### src/rtl/mips_pkg.sv
// Shared MIPS encoding definitions.
// Holds the symbolic mnemonic IDs accepted by the encoder, the opcode and
// func constants (identical to those the control decoder recognises), the
// instruction field bit positions and small word-assembly helpers.
package mips_pkg;

    // 27 legal mnemonic IDs; anything above MN_JAL is illegal.
    typedef enum logic [4:0] {
        MN_NOP   = 5'd0,
        MN_ADD, MN_ADDU, MN_SUB, MN_SUBU, MN_AND, MN_OR, MN_NOR, MN_SLT,
        MN_SLL, MN_SRL, MN_SRA, MN_JR,
        MN_ANDI, MN_ORI, MN_SLTI, MN_ADDI, MN_ADDIU, MN_BEQ, MN_BNE, MN_LW, MN_SW,
        MN_BGTZ, MN_BGEZ, MN_LUI, MN_J, MN_JAL
    } mnem_e;

    // Opcodes
    localparam logic [5:0] OP_RTYPE = 6'b000000;
    localparam logic [5:0] OP_BGEZ  = 6'b000001;
    localparam logic [5:0] OP_J     = 6'b000010;
    localparam logic [5:0] OP_JAL   = 6'b000011;
    localparam logic [5:0] OP_BEQ   = 6'b000100;
    localparam logic [5:0] OP_BNE   = 6'b000101;
    localparam logic [5:0] OP_BGTZ  = 6'b000111;
    localparam logic [5:0] OP_ADDI  = 6'b001000;
    localparam logic [5:0] OP_ADDIU = 6'b001001;
    localparam logic [5:0] OP_SLTI  = 6'b001010;
    localparam logic [5:0] OP_ANDI  = 6'b001100;
    localparam logic [5:0] OP_ORI   = 6'b001101;
    localparam logic [5:0] OP_LUI   = 6'b001111;
    localparam logic [5:0] OP_LW    = 6'b100011;
    localparam logic [5:0] OP_SW    = 6'b101011;

    // R-type func codes
    localparam logic [5:0] FN_SLL  = 6'b000000;
    localparam logic [5:0] FN_SRL  = 6'b000010;
    localparam logic [5:0] FN_SRA  = 6'b000011;
    localparam logic [5:0] FN_JR   = 6'b001000;
    localparam logic [5:0] FN_ADD  = 6'b100000;
    localparam logic [5:0] FN_ADDU = 6'b100001;
    localparam logic [5:0] FN_SUB  = 6'b100010;
    localparam logic [5:0] FN_SUBU = 6'b100011;
    localparam logic [5:0] FN_AND  = 6'b100100;
    localparam logic [5:0] FN_OR   = 6'b100101;
    localparam logic [5:0] FN_NOR  = 6'b100111;
    localparam logic [5:0] FN_SLT  = 6'b101010;

    // Field LSB positions
    localparam int unsigned OP_LSB = 26;
    localparam int unsigned RS_LSB = 21;
    localparam int unsigned RT_LSB = 16;
    localparam int unsigned RD_LSB = 11;
    localparam int unsigned SH_LSB = 6;

    function automatic logic [31:0] enc_r(input logic [4:0] rs, input logic [4:0] rt,
                                          input logic [4:0] rd, input logic [4:0] sh,
                                          input logic [5:0] fn);
        return (32'(OP_RTYPE) << OP_LSB) | (32'(rs) << RS_LSB) | (32'(rt) << RT_LSB) |
               (32'(rd) << RD_LSB) | (32'(sh) << SH_LSB) | 32'(fn);
    endfunction

    function automatic logic [31:0] enc_i(input logic [5:0] op, input logic [4:0] rs,
                                          input logic [4:0] rt, input logic [15:0] imm);
        return (32'(op) << OP_LSB) | (32'(rs) << RS_LSB) | (32'(rt) << RT_LSB) | 32'(imm);
    endfunction

    function automatic logic [31:0] enc_j(input logic [5:0] op, input logic [25:0] tgt);
        return (32'(op) << OP_LSB) | 32'(tgt);
    endfunction

endpackage

### src/rtl/instr_pack.sv
// Combinational instruction packer.
// Ports: mnem/rs/rt/rd/shamt/imm in -> 32-bit word and illegal flag out.
// Fields an instruction does not use are dropped; fixed fields (e.g. BGEZ
// rt=1, shift rs=0) are forced here. Illegal IDs produce word 0.
module instr_pack
    import mips_pkg::*;
(
    input  logic [4:0]  mnem,
    input  logic [4:0]  rs,
    input  logic [4:0]  rt,
    input  logic [4:0]  rd,
    input  logic [4:0]  shamt,
    input  logic [25:0] imm,
    output logic [31:0] word,
    output logic        illegal
);

    logic [15:0] imm16;
    assign imm16 = imm[15:0];

    always_comb begin
        word    = '0;
        illegal = 1'b0;
        case (mnem)
            MN_NOP:   word = '0;
            MN_ADD:   word = enc_r(rs, rt, rd, 5'd0, FN_ADD);
            MN_ADDU:  word = enc_r(rs, rt, rd, 5'd0, FN_ADDU);
            MN_SUB:   word = enc_r(rs, rt, rd, 5'd0, FN_SUB);
            MN_SUBU:  word = enc_r(rs, rt, rd, 5'd0, FN_SUBU);
            MN_AND:   word = enc_r(rs, rt, rd, 5'd0, FN_AND);
            MN_OR:    word = enc_r(rs, rt, rd, 5'd0, FN_OR);
            MN_NOR:   word = enc_r(rs, rt, rd, 5'd0, FN_NOR);
            MN_SLT:   word = enc_r(rs, rt, rd, 5'd0, FN_SLT);
            MN_SLL:   word = enc_r(5'd0, rt, rd, shamt, FN_SLL);
            MN_SRL:   word = enc_r(5'd0, rt, rd, shamt, FN_SRL);
            MN_SRA:   word = enc_r(5'd0, rt, rd, shamt, FN_SRA);
            MN_JR:    word = enc_r(rs, 5'd0, 5'd0, 5'd0, FN_JR);
            MN_ANDI:  word = enc_i(OP_ANDI, rs, rt, imm16);
            MN_ORI:   word = enc_i(OP_ORI, rs, rt, imm16);
            MN_SLTI:  word = enc_i(OP_SLTI, rs, rt, imm16);
            MN_ADDI:  word = enc_i(OP_ADDI, rs, rt, imm16);
            MN_ADDIU: word = enc_i(OP_ADDIU, rs, rt, imm16);
            MN_BEQ:   word = enc_i(OP_BEQ, rs, rt, imm16);
            MN_BNE:   word = enc_i(OP_BNE, rs, rt, imm16);
            MN_LW:    word = enc_i(OP_LW, rs, rt, imm16);
            MN_SW:    word = enc_i(OP_SW, rs, rt, imm16);
            MN_BGTZ:  word = enc_i(OP_BGTZ, rs, 5'd0, imm16);
            MN_BGEZ:  word = enc_i(OP_BGEZ, rs, 5'd1, imm16);
            MN_LUI:   word = enc_i(OP_LUI, 5'd0, rt, imm16);
            MN_J:     word = enc_j(OP_J, imm);
            MN_JAL:   word = enc_j(OP_JAL, imm);
            default:  illegal = 1'b1;
        endcase
    end

endmodule

### src/rtl/instr_encoder.sv
// Streaming MIPS instruction encoder / imem loader.
// Ports: clk, reset_n (sync, active low); start pulse; cmd_* handshake with
// mnemonic, fields and last flag; imem_we/addr/wdata write port; busy/done
// state flags; sticky err for illegal mnemonics; count of words written.
// A legal command accepted at edge N is written during cycle N+1. count is
// bumped at the accept edge so it already includes the write on the bus;
// imem_addr shows the address of the most recent write.
module instr_encoder
    import mips_pkg::*;
#(
    parameter int unsigned ADDR_W = 8
) (
    input  logic              clk,
    input  logic              reset_n,
    input  logic              start,
    input  logic              cmd_valid,
    output logic              cmd_ready,
    input  logic [4:0]        cmd_mnem,
    input  logic              cmd_last,
    input  logic [4:0]        cmd_rs,
    input  logic [4:0]        cmd_rt,
    input  logic [4:0]        cmd_rd,
    input  logic [4:0]        cmd_shamt,
    input  logic [25:0]       cmd_imm,
    output logic              imem_we,
    output logic [ADDR_W-1:0] imem_addr,
    output logic [31:0]       imem_wdata,
    output logic              busy,
    output logic              done,
    output logic              err,
    output logic [ADDR_W:0]   count
);

    typedef enum logic [1:0] {S_IDLE, S_RUN, S_DONE} state_e;

    localparam logic [ADDR_W:0] CAP = {1'b1, {ADDR_W{1'b0}}};

    state_e            state_q, state_d;
    logic [ADDR_W-1:0] addr_q, addr_d;
    logic [ADDR_W:0]   count_q, count_d;
    logic              err_q, err_d;
    logic              we_q, we_d;
    logic [31:0]       wdata_q, wdata_d;

    logic [31:0]       pack_word;
    logic              pack_illegal;
    logic              accept;

    instr_pack u_pack (
        .mnem    (cmd_mnem),
        .rs      (cmd_rs),
        .rt      (cmd_rt),
        .rd      (cmd_rd),
        .shamt   (cmd_shamt),
        .imm     (cmd_imm),
        .word    (pack_word),
        .illegal (pack_illegal)
    );

    // count never exceeds CAP, so inequality is the capacity test
    assign cmd_ready = (state_q == S_RUN) && (count_q != CAP);
    assign accept    = cmd_valid && cmd_ready;

    always_comb begin
        state_d = state_q;
        addr_d  = addr_q;
        count_d = count_q;
        err_d   = err_q;
        wdata_d = wdata_q;
        we_d    = 1'b0;
        case (state_q)
            S_IDLE, S_DONE: begin
                if (start) begin
                    state_d = S_RUN;
                    addr_d  = '0;
                    count_d = '0;
                    err_d   = 1'b0;
                end
            end
            S_RUN: begin
                if (accept) begin
                    if (pack_illegal) begin
                        err_d = 1'b1;
                    end else begin
                        we_d    = 1'b1;
                        wdata_d = pack_word;
                        addr_d  = count_q[ADDR_W-1:0];
                        count_d = count_q + 1'b1;
                    end
                    // last and capacity may coincide: one transition, one write
                    if (cmd_last || (count_d == CAP)) begin
                        state_d = S_DONE;
                    end
                end
            end
            default: state_d = S_IDLE;
        endcase
    end

    always_ff @(posedge clk) begin
        if (!reset_n) begin
            state_q <= S_IDLE;
            addr_q  <= '0;
            count_q <= '0;
            err_q   <= 1'b0;
            we_q    <= 1'b0;
            wdata_q <= '0;
        end else begin
            state_q <= state_d;
            addr_q  <= addr_d;
            count_q <= count_d;
            err_q   <= err_d;
            we_q    <= we_d;
            wdata_q <= wdata_d;
        end
    end

    // A write already registered is dropped while reset is asserted
    assign imem_we    = we_q && reset_n;
    assign imem_addr  = addr_q;
    assign imem_wdata = wdata_q;
    assign busy       = (state_q == S_RUN);
    assign done       = (state_q == S_DONE);
    assign err        = err_q;
    assign count      = count_q;

endmodule
### config.mk
export PLATFORM = sky130hd
export DESIGN_NAME = instr_encoder
export DESIGN_NICKNAME = d
export VERILOG_FILES = /design/src/rtl/mips_pkg.sv /design/src/rtl/instr_pack.sv /design/src/rtl/instr_encoder.sv
export SDC_FILE = /design/constraint.sdc
export NUM_CORES = 1
export LEC_CHECK = 0
export BUFFER_PORTS_ARGS = -buffer_cell sky130_fd_sc_hd__clkbuf_2
export CAP_MARGIN = 15
export CORE_MARGIN = 2
export CORE_UTILIZATION = 35
export CTS_CLUSTER_SIZE = 30
export DETAILED_ROUTE_END_ITERATION = 6
export GPL_TIMING_DRIVEN = 0
export PLACE_DENSITY = 0.63
export RECOVER_POWER = 50
export SYNTH_ARGS = -nofsm -noshare
export SYNTH_HDL_FRONTEND = slang
export SYNTH_HIERARCHICAL = 1
export SYNTH_SLANG_ARGS = --single-unit
### constraint.sdc
create_clock -name clk -period 3.18 [get_ports clk]
set_input_delay 0.318 -clock clk [delete_from_list [all_inputs] [get_ports clk]]
set_output_delay 0.318 -clock clk [all_outputs]
set_load 0.005 [all_outputs]
### Word level (Yosys, flattened, before mapping)

Index checks and enable logic that the tools add are counted.

* memories kept: 0
* bits in latches: 0
* output and inout bits: 54
* flip-flop bits (word level): 53
* bits of input ports: 56
* memory bits (writable): 0
* memory bits (read-only): 0

* div/mod/pow operators: 0
* reductions and logical operators: 15
* magnitude comparators: 0
* add/subtract/negate cells: 1
* equality and inequality tests: 35
* bitwise logic cells: 25
* $mul: 0
* shift-type cells: 0
* muxes and demuxes: 20

Operators with widths (number)
* case mux 32 bit (26 select lines): 1
* OR 32 x 16 -> 32 bit: 8
* OR 30 x 21 -> 30 bit: 5
* OR 32 x 21 -> 32 bit: 2
* OR 30 x 16 -> 30 bit: 2
* OR 29 x 16 -> 29 bit: 2
* OR 29 x 21 -> 29 bit: 2
* equality test 5 bit, second input constant: 11
* 2-to-1 mux 9 bit: 5
* equality test 5 x 4 -> 1 bit, second input constant: 8
* OR 32 x 11 -> 32 bit: 1
* OR 27 x 16 -> 27 bit: 1
* OR reduction 27 bit: 1
* OR 26 x 21 -> 26 bit: 1
* 2-to-1 mux 8 bit: 3
* OR 21 x 16 -> 21 bit: 1
* equality test 5 x 3 -> 1 bit, second input constant: 4
* case mux 9 bit (2 select lines): 1
* case mux 8 bit (2 select lines): 1
* AND reduction 3 bit: 4
* equality test 5 x 2 -> 1 bit, second input constant: 2
* adder 9 x 1 -> 9 bit, second input constant: 1
* equality test 9 bit, second input constant: 1
* != test 9 bit, second input constant: 1
* 16 further kinds: 27

### Logic depth before layout (Yosys ltp)

* word-level depth: 10
* gate-level depth with buffers: 9

### Modules after synthesis

The synthesis kept the hierarchy.

Modules (own cells, without submodules)
* instr_encoder: times used 1, cells an instance 289, area each 2352.3 um2, sequential area each 1061.0 um2
* instr_pack: times used 1, cells an instance 104, area each 693.2 um2, sequential area each 0.0 um2

### Worst setup path after synthesis

No wires, ideal clock.

* path kind: input-to-reg
* from: in cmd_mnem[4]
* to: reg state_q[1]
* arrival: 2.225 ns
* path slack: 0.875 ns
* stages on the path: 9
* required time: 3.100 ns
* buffers on the path: 2
* cells stage by stage: buf_2 -> nand2_1 -> nor2_2 -> buf_2 -> or4b_2 -> o41ai_1 -> nand4_1 -> o31ai_1 -> nor3b_1

* word-level cells in the longest chain between the ends: 9
* elaborated cells between the ends (all ways): 35

Ends and longest elaborated chain
* start: declaration: RTL line instr_encoder.sv:18 `input logic [4:0] cmd_mnem,`
* equality test 5 x 1 -> 1 bit (tied with other cells): RTL line instr_pack.sv:24 `case (mnem)`
* OR reduction 27 bit (no source line) *
* 2-to-1 mux 9 bit *: RTL line instr_encoder.sv:82 `if (pack_illegal) begin`
* 2-to-1 mux 9 bit *: RTL line instr_encoder.sv:81 `if (accept) begin`
* 2-to-1 mux 9 bit *: RTL line instr_encoder.sv:71 `case (state_q)`
* equality test 9 bit *: RTL line instr_encoder.sv:91 `if (cmd_last || (count_d == CAP)) begin`
* logical OR 1 bit *: RTL line instr_encoder.sv:91
* != test 2 x 1 -> 1 bit (no source line) *
* AND reduction 3 bit (no source line) *
* end signal: assignment: RTL line instr_encoder.sv:109 `state_q <= state_d;`
* end: declaration: RTL line instr_encoder.sv:38 `state_e state_q, state_d;`

Mark *: on every way between the ends. The rest lies on a longest branch, timed or not. The select of a mux whose other input is x is not followed.
A chain may end at the register's enable or synchronous reset.

### Final worst setup path

* from: reg count_q[0] (netlist: count[0])
* to: reg wdata_q[19] (netlist: imem_wdata[19])

* word-level cells in the longest chain between the ends: 4

Ends and longest elaborated chain
* start: declaration: RTL line instr_encoder.sv:40 `logic [ADDR_W:0] count_q, count_d;`
* start signal: assignment: RTL line instr_encoder.sv:111 `count_q <= count_d;`
* != test 9 bit: RTL line instr_encoder.sv:61 `assign cmd_ready = (state_q == S_RUN) && (count_q != CAP);`
* logical AND 1 bit: RTL line instr_encoder.sv:61
* logical AND 1 bit: RTL line instr_encoder.sv:62 `assign accept = cmd_valid && cmd_ready;`
* AND reduction 3 bit (no source line)
* end signal: assignment: RTL line instr_encoder.sv:114 `wdata_q <= wdata_d;`
* end: declaration: RTL line instr_encoder.sv:43 `logic [31:0] wdata_q, wdata_d;`

Every way passes these cells.

==> qor.yml <==
yosys_warnings: 6
detail-route-antenna-nets: 0
path_class: "register to register"
p_per_area_nw_per_um2: 376
gp_congestion: 0.912
hpwlAfterDp_um: 6680
rr_worst_depth: 8
clock_latency_ns: 0.30
cts_tree: "yes"
period_share_pct: 78.1
swShare_pct: 26.7
syn-instance-count: 393
ys_types: 58
drtPass1Iterations: 5
post_cts_resized: 0
maxCapViolCount: 0
rr_endpoint: "imem_wdata[19]$_SDFFE_PN0P_"
clkPwrFrac_pct: 33.5
hold-path-cell-count: 3
pwr-share-comb_pct: 18.3
cts_hold_buf: 0
vdd.ir_drop.worst_v: 0.000200
rsz0062_at_grt: "no"
routedWlPerCell_um: 14.2
skew_ns: 0.00668
seqPwrFrac_pct: 48.2
r2r_start: "count[0]$_SDFFE_PN0P_"
die_h_um: 97.3
worstPathMaxFanout: 10
worstPathRequired_ns: 3.40
holdWs_ns: 0.336
synth_top_cell_by_area: "dfxtp_1"
min_to: "state_q[0]$_SDFFE_PN0P_"
grt_max_degree: 16
hp-start: "start"
slew-limit-headroom_pct: 59.1
vias: 3165
power_w: 0.00143
cts_sinks: 53
wl_um: 8750
grt_usage_pct: 18.3
nNetsFinal: 564
core_um2: 8590
start_util_pct: 35.4
ys.flop_type: "dfxtp_1"
die_w_um: 97.3
viasPerCell: 5.15
synth_most_common_cell: "nand2_1"
fin_setup_tns_ns: 0
cts_root_buf: "clkbuf_8"
placed_cell_area_um2: 3710
synth_common_cells: "77 x nand2_1, 53 x dfxtp_1, 30 x a21oi_1"
layout-drive-gt1-share_pct: 25.0
switchingPower_w: 0.000382
worst_pin_slew_ns: 0.612
place_ws_ns: 0.466
grt_pass1_vias: 2986
finalHoldViolations: 0
min_path_type: "input pin to register"
antenna_found_initial: 0
fill_cells: 903
numPortBuffers: 106
route.detailed.drc: 0
cp.arrival_ns: 2.70
dieArea_um2: 9460
synth_edf_count: 0
cts_max_path_buffers: 2
n_antenna_cell: 0
area_growth_pct: 24.7
status: "finished clean"
drt_iter0_drc: 174
r2r_slack_ns: 0.70
setup_viol: 0
synthArstFlopShare_pct: 0
ys_seq_elements: 53
maxSlewViolCount: 0
synth.avg_cell_area_um2: 7.75
fin_area_um2: 3800
static-leakage-power_nw: 1.56
yosysSeqAreaShare_pct: 34.8
clkSlewWorstSetupHoldPaths_ns: 0.09
numCtsBuffers: 5
p_int_w: 0.00105
cp-start-kind: "register"
synthTopCellsByArea: "dfxtp_1 35%, nand2_1 9.5%, a22o_1 6.0%"
endpoint_kind: "register"
yosysTopAreaCellShare_pct: 34.8
postCtsSetupRepairBufs: 0
overflow: 0
fmax_ghz: 0.403
fin_ws_ns: 0.696
ios: 110
synthesis.area_um2: 3050
row_count: 34
finalCriticalPeriod_ns: 2.48
grt_pass1_wl_um: 14400
syn-num-nets: 451
htree_levels: 2
## cell type report
| type | instances | area (µm²) | area share (%) |
|---|---|---|---|
| clock inverter | 1 | 30.0 | 0.791 |
| clock buffer | 7 | 86.3 | 2.27 |
| tap | 108 | 135 | 3.56 |
| timing repair buffer | 106 | 505 | 13.3 |
| sequential | 53 | 1060 | 27.9 |
| inverter | 10 | 37.5 | 0.988 |
| buffer | 33 | 181 | 4.78 |
| multi-input combinational | 297 | 1760 | 46.4 |
## power groups by stage
stage	Combinational (W)	Clock [W]	Sequential [W]
global placement	0.000262	0	0.000705
floorplan	0.000166	0	0.000705
finish	0.000262	0.000479	0.000690
global route	0.000294	0.000520	0.000692
detailed placement	0.000263	0	0.000705
CTS	0.000265	0.000496	0.000690
## worst max-delay path by stage
stage                          startpoint                          end  slack, ns  depth (start not counted)
floorplan                     cmd_mnem[4]      state_q[1]$_SDFFE_PN0P_       0.88                          9
global placement              cmd_mnem[4]      state_q[1]$_SDFFE_PN0P_       0.50                          9
detailed placement            cmd_mnem[4]      state_q[1]$_SDFFE_PN0P_       0.47                          9
CTS                 count[0]$_SDFFE_PN0P_  imem_wdata[19]$_SDFFE_PN0P_       0.66                          8
global route        count[0]$_SDFFE_PN0P_  imem_wdata[23]$_SDFFE_PN0P_       0.40                          8
finish              count[0]$_SDFFE_PN0P_  imem_wdata[19]$_SDFFE_PN0P_       0.70                          8
## logic make-up (layout without fill, tap and decap cells)
family / Yosys count / after routing / share of synthesized area [%]
simple gates: 165 / 165 / 27.2
compound gates: 121 / 121 / 27.1
flops: 53 / 53 / 34.8
buf+inv: 43 / 157 / 7.31
xor+xnor: 5 / 5 / 1.68
fa+ha+maj: 3 / 3 / 1.15
mux: 2 / 2 / 0.657
other cells: 1 / 1 / 0.123
## per-stage QoR
step,cells,util (%)
after global routing,615,44.2
after floorplan,393,-
after global placement,607,43.2
after CTS,615,44.5
after detailed placement,607,43.2
final,615,44.2
## cell usage in the layout, fill, tap and decap left out, types with 3 or more instances in the layout
cell type / n
and2_1: 4
a21boi_0: 21
inv_1: 10
buf_2: 13
nand2_1: 77
a31oi_1: 4
clkbuf_8: 6
nor3_1: 4
buf_4: 3
clkbuf_1: 34
nand4b_1: 3
clkbuf_2: 86
a22o_1: 21
o31ai_1: 3
nor2_1: 22
a21oi_1: 30
buf_6: 4
nand2b_1: 8
or3_1: 3
dfxtp_1: 53
nand3_1: 19
o21ai_0: 23
nor2b_1: 4
## critical path, stage by stage (launching register included)
cell,delay [ns]
dfxtp_1,0.52
inv_1,0.10
ha_1,0.21
or4b_4,0.22
o211ai_2,0.18
nor2_1,0.45
clkbuf_1,0.40
nand2_1,0.12
a21boi_0,0.20
## flip-flops by register name, indices dropped and copies added (netlist names)
signal and count:
count 9, err 1, imem_addr 8, imem_wdata 32, state_q 2, we_q 1
## per-layer routing
metal | share of wire, % | vias up | global-route usage [%]
li1 | - | 1596 | -
met1 | 46 | 1448 | 24.8
met2 | 46 | 115 | 30.1
met3 | 6.4 | 6 | 3.09
met4 | 0.96 | 0 | 4.91
met5 | 0 | - | 0
Note: power is estimated with default switching activity, not from simulation.
